$ cat src/rtl/mc_control_fsm.sv
// Multi-cycle MIPS control unit: steps the shared PC/IR/regfile/ALU/memory datapath
// through fetch, decode, execute, memory and writeback, stalling on mem_ready.
module mc_control_fsm #(
  parameter bit MEM_HANDSHAKE = 1'b1
) (
  input  logic       clk,
  input  logic       rst_n,
  input  logic [5:0] op,
  input  logic [5:0] funct,
  input  logic       zero,
  input  logic       mem_ready,
  output logic       pc_write,
  output logic       ir_write,
  output logic       mem_read,
  output logic       mem_write,
  output logic       i_or_d,
  output logic       reg_write,
  output logic [1:0] reg_dst,
  output logic [1:0] mem_to_reg,
  output logic       alu_src_a,
  output logic [1:0] alu_src_b,
  output logic       ext_op,
  output logic [2:0] alu_ctrl,
  output logic [1:0] pc_source,
  output logic [3:0] state
);

  typedef enum logic [3:0] {
    FETCH    = 4'd0,
    DECODE   = 4'd1,
    EXEC_R   = 4'd2,
    EXEC_I   = 4'd3,
    MEM_ADDR = 4'd4,
    MEM_RD   = 4'd5,
    MEM_WR   = 4'd6,
    WB_R     = 4'd7,
    WB_I     = 4'd8,
    WB_MEM   = 4'd9,
    BRANCH   = 4'd10,
    JUMP     = 4'd11
  } state_e;

  localparam logic [5:0] OP_RTYPE = 6'b000000;
  localparam logic [5:0] OP_ORI   = 6'b001101;
  localparam logic [5:0] OP_LUI   = 6'b001111;
  localparam logic [5:0] OP_LW    = 6'b100011;
  localparam logic [5:0] OP_SW    = 6'b101011;
  localparam logic [5:0] OP_BEQ   = 6'b000100;
  localparam logic [5:0] OP_J     = 6'b000010;
  localparam logic [5:0] OP_JAL   = 6'b000011;
  localparam logic [5:0] FN_ADDU  = 6'b100001;
  localparam logic [5:0] FN_SUBU  = 6'b100011;
  localparam logic [5:0] FN_JR    = 6'b001000;

  state_e state_q, state_d;
  logic   rdy;

  assign rdy   = MEM_HANDSHAKE ? mem_ready : 1'b1;
  assign state = state_q;

  always_comb begin
    state_d = FETCH;
    case (state_q)
      FETCH:  state_d = rdy ? DECODE : FETCH;
      DECODE: begin
        if (op == OP_RTYPE) begin
          if (funct == FN_ADDU || funct == FN_SUBU) state_d = EXEC_R;
          else if (funct == FN_JR)                  state_d = JUMP;
        end else if (op == OP_ORI || op == OP_LUI) begin
          state_d = EXEC_I;
        end else if (op == OP_LW || op == OP_SW) begin
          state_d = MEM_ADDR;
        end else if (op == OP_BEQ) begin
          state_d = BRANCH;
        end else if (op == OP_J || op == OP_JAL) begin
          state_d = JUMP;
        end
      end
      EXEC_R:   state_d = WB_R;
      EXEC_I:   state_d = WB_I;
      MEM_ADDR: state_d = (op == OP_SW) ? MEM_WR : MEM_RD;
      MEM_RD:   state_d = rdy ? WB_MEM : MEM_RD;
      MEM_WR:   state_d = rdy ? FETCH : MEM_WR;
      default:  state_d = FETCH;
    endcase
  end

  always_ff @(posedge clk or negedge rst_n) begin
    if (!rst_n) state_q <= FETCH;
    else        state_q <= state_d;
  end

  // Outputs decode the state register; the rst_n gate keeps every strobe low during reset.
  always_comb begin
    pc_write   = 1'b0;
    ir_write   = 1'b0;
    mem_read   = 1'b0;
    mem_write  = 1'b0;
    i_or_d     = 1'b0;
    reg_write  = 1'b0;
    reg_dst    = 2'b00;
    mem_to_reg = 2'b00;
    alu_src_a  = 1'b0;
    alu_src_b  = 2'b00;
    ext_op     = 1'b0;
    alu_ctrl   = 3'b000;
    pc_source  = 2'b00;
    if (rst_n) begin
      case (state_q)
        FETCH: begin
          mem_read  = 1'b1;
          alu_src_b = 2'b01;
          pc_write  = rdy;
          ir_write  = rdy;
        end
        DECODE: begin
          alu_src_b = 2'b11;
          ext_op    = 1'b1;
        end
        EXEC_R: begin
          alu_src_a = 1'b1;
          alu_ctrl  = (funct == FN_SUBU) ? 3'b001 : 3'b000;
        end
        WB_R: begin
          reg_write = 1'b1;
          reg_dst   = 2'b01;
        end
        EXEC_I: begin
          alu_src_a = 1'b1;
          alu_src_b = 2'b10;
          alu_ctrl  = (op == OP_LUI) ? 3'b011 : 3'b010;
        end
        WB_I: reg_write = 1'b1;
        MEM_ADDR: begin
          alu_src_a = 1'b1;
          alu_src_b = 2'b10;
          ext_op    = 1'b1;
        end
        MEM_RD: begin
          mem_read = 1'b1;
          i_or_d   = 1'b1;
        end
        MEM_WR: begin
          mem_write = 1'b1;
          i_or_d    = 1'b1;
        end
        WB_MEM: begin
          reg_write  = 1'b1;
          mem_to_reg = 2'b01;
        end
        BRANCH: begin
          alu_src_a = 1'b1;
          alu_ctrl  = 3'b001;
          pc_source = 2'b01;
          pc_write  = zero;
        end
        JUMP: begin
          pc_write  = 1'b1;
          pc_source = (op == OP_RTYPE) ? 2'b11 : 2'b10;
          if (op == OP_JAL) begin
            reg_write  = 1'b1;
            reg_dst    = 2'b10;
            mem_to_reg = 2'b10;
          end
        end
        default: ;
      endcase
    end
  end

endmodule

$ cat config.mk
export PLATFORM = sky130hd
export DESIGN_NAME = mc_control_fsm
export DESIGN_NICKNAME = d
export VERILOG_FILES = /design/src/rtl/mc_control_fsm.sv
export SDC_FILE = /design/constraint.sdc
export NUM_CORES = 1
export LEC_CHECK = 0
export CAP_MARGIN = 20
export CORE_ASPECT_RATIO = 0.9
export CORE_UTILIZATION = 38
export DETAILED_ROUTE_END_ITERATION = 10
export PLACE_DENSITY = 0.78
export SYNTH_ARGS = -nofsm -noshare
export SYNTH_HDL_FRONTEND = slang
export SYNTH_SLANG_ARGS = --single-unit
$ cat constraint.sdc
create_clock -name clk -period 1.7 [get_ports clk]
set_clock_uncertainty 0.15 [all_clocks]
set_input_delay 0.255 -clock clk [delete_from_list [all_inputs] [get_ports clk]]
set_output_delay 0.255 -clock clk [all_outputs]
set_load 0.01 [all_outputs]
==> qor.csv <==
metric;value;unit
synth_top_cell_by_area;dfrtp_1;
p_leak;0.806;nW
clockBufferDepth;2;
grt_pass1_wl;5460;um
grt_use_met2;64.7;%
clock-sinks;4;
critical_path_arrival;1.73;ns
synthToLayoutAreaGrowth;136;%
path_clk_slew;0.05;ns
drive_above_1_share;66.1;%
drt-total-wl;4950;um
holdWs;0.00464;ns
coreArea;1700;um^2
cts_made_buffers;3;
setup_viol;22;
rows;14;
nFillCells;29;
ios;39;
cts_tree;done;
cts-root-buf;clkbuf_4;
synth_edf_count;0;
powerDensity;1360;nW/um^2
fin_nets;198;
outcome;finished, violations left;
finalCritPeriodShare;126;%
synth_ff_type;dfrtp_1;
async_reset_ff_share;100;%
ys_seq_area_share;14.3;%
setup_slack;-0.435;ns
cts_max_level;1;
postRouteAntennaNets;0;
crit_path_start_kind;register;
drt-vias-per-instance;6.74;
ctsHoldBuffers;0;
vdd_ir_drop_max;1.13;mV
initial_core_util;41.2;%
dp_cells;181;
die_x;47.2;um
grt_pass1_vias;1151;
vias;1374;
min_period;2.14;ns
overflow;0;
crit_type;register to output port;
path_max_fanout;3;
clk_latency;0.25;ns
synth_cell_type_count;42;
synth_area_leaders;dfrtp_1 14%, nor2_1 6.4%, clkbuf_8 5.9%;
violations;setup timing;
drt_iter0_markers;123;
n_antenna_cell;0;
yosysMostFrequentCell;nor2_1;
synth_top_cell_area_share;14.3;%
maxSlewViolCount;0;
multi_input_area;728;um^2
grt-busiest-layer;met2;
crit_path_end_kind;output port;
setup_tns;-4.90;ns
netlist_area;699;um^2
die_area;2020;um^2
firstDrtPassIters;7;
io_buffers;37;
synthTopCellsByCount;12 x nor2_1, 7 x nand2_1, 6 x nor3_1;
place_congestion;0.942;
fin_cells;204;
grtUsageTotal;39.2;%
dp_hpwl;1900;um
wire_per_inst;24.2;um
finalHoldViolCount;0;
use_met1;47.1;%
die_h;42.7;um
cp.required;1.29;ns
use_met3;7.23;%
avgSynthCellArea;7.21;um^2
synth_seq_cells;4;
antenna_found_initial;0;
seqCellArea;103;um^2
grt_max_degree;12;
hold_path_class;primary input to asynchronous set/reset pin;
max_cap_viol_count;0;
synth_warnings;0;
fmax;468;MHz
drcViolationCount;0;
largest_reg_flops;4;
rsz0062_at_grt;true;
synthCells;97;
syn-num-nets;113;
## cells by family after synthesis
group | count (synthesis) | share of synthesized area [%]
compound gates | 24 | 23.8
xor+xnor | 1 | 1.25
buf+inv | 9 | 9.84
flops | 4 | 14.3
mux | 1 | 1.61
other cells | 1 | 0.536
simple gates | 57 | 48.7
## metrics by stage
step / power, mW / instance area (um^2) / setup WS, ns / util, %
after global placement: 1.26 / 1280 / -1.01 / 75.5
after CTS: 1.75 / 1480 / -0.323 / 87.1
final: 2.24 / 1650 / -0.435 / 97.0
after global routing: 2.31 / 1650 / -0.544 / 97.0
after detailed placement: 1.30 / 1280 / -1.02 / 75.5
after floorplan: 0.777 / 711 / -0.0655 / -
## report_power, final
| group | total, mW | switching, mW | internal [mW] |
|---|---|---|---|
| logic | 1.89 | 0.899 | 0.994 |
| registers | 0.202 | 0.0673 | 0.135 |
| clock network | 0.141 | 0.0610 | 0.0805 |
| total | 2.24 | 1.03 | 1.21 |
## area by class of cell
type                    count  area share, %
repair buffers             89           46.4
flip-flops and latches      4           6.23
multi-input cells          84           44.2
well taps                  24           1.82
clock buffers               3           1.37
## per-layer routing
metal | vias up | share of wire (%)
met1 | 611 | 32
met2 | 166 | 44
met4 | 0 | 12
met5 | - | 0
met3 | 76 | 12
li1 | 521 | -
## worst paths after layout
kind / from / end / slack [ns] / cells after the start
setup / recovery: state[2] / mem_to_reg[1] / -0.44 / 6
hold / removal: rst_n / state[0] / 0.005 / 3
setup reg to reg: state[1] / state[1] / -0.18 / 6
hold reg to reg: state[3] / state[0] / 0.62 / 3
max in group asynchronous: rst_n / state[1] / 1.28 / 3
min in group clk: op[4] / state[0] / 0.29 / 4
## critical path, stage by stage (launching register included)
cell and delay [ns]:
dfrtp_1 0.40, buf_6 0.15, nand2b_4 0.16, nor4_4 0.30, buf_4 0.17, and2_1 0.14, buf_2 0.15
## timing repair
item	in CTS	in global routing
gates resized for setup	127	42
setup endpoints to repair	26	24
setup buffers	14	10
pin swaps	16	26
## cells in the final DEF (no fill, tap or decap), types with 4 or more instances in the layout
cell type,netlist,final
clkdlybuf4s50_1,0,4
nand3b_1,5,5
nand2_1,7,6
buf_4,1,35
nor2_1,12,9
dlygate4sd2_1,0,4
buf_6,0,23
buf_2,1,15
dlymetal6s2s_1,0,5
Note: power is estimated with default switching activity, not from simulation.
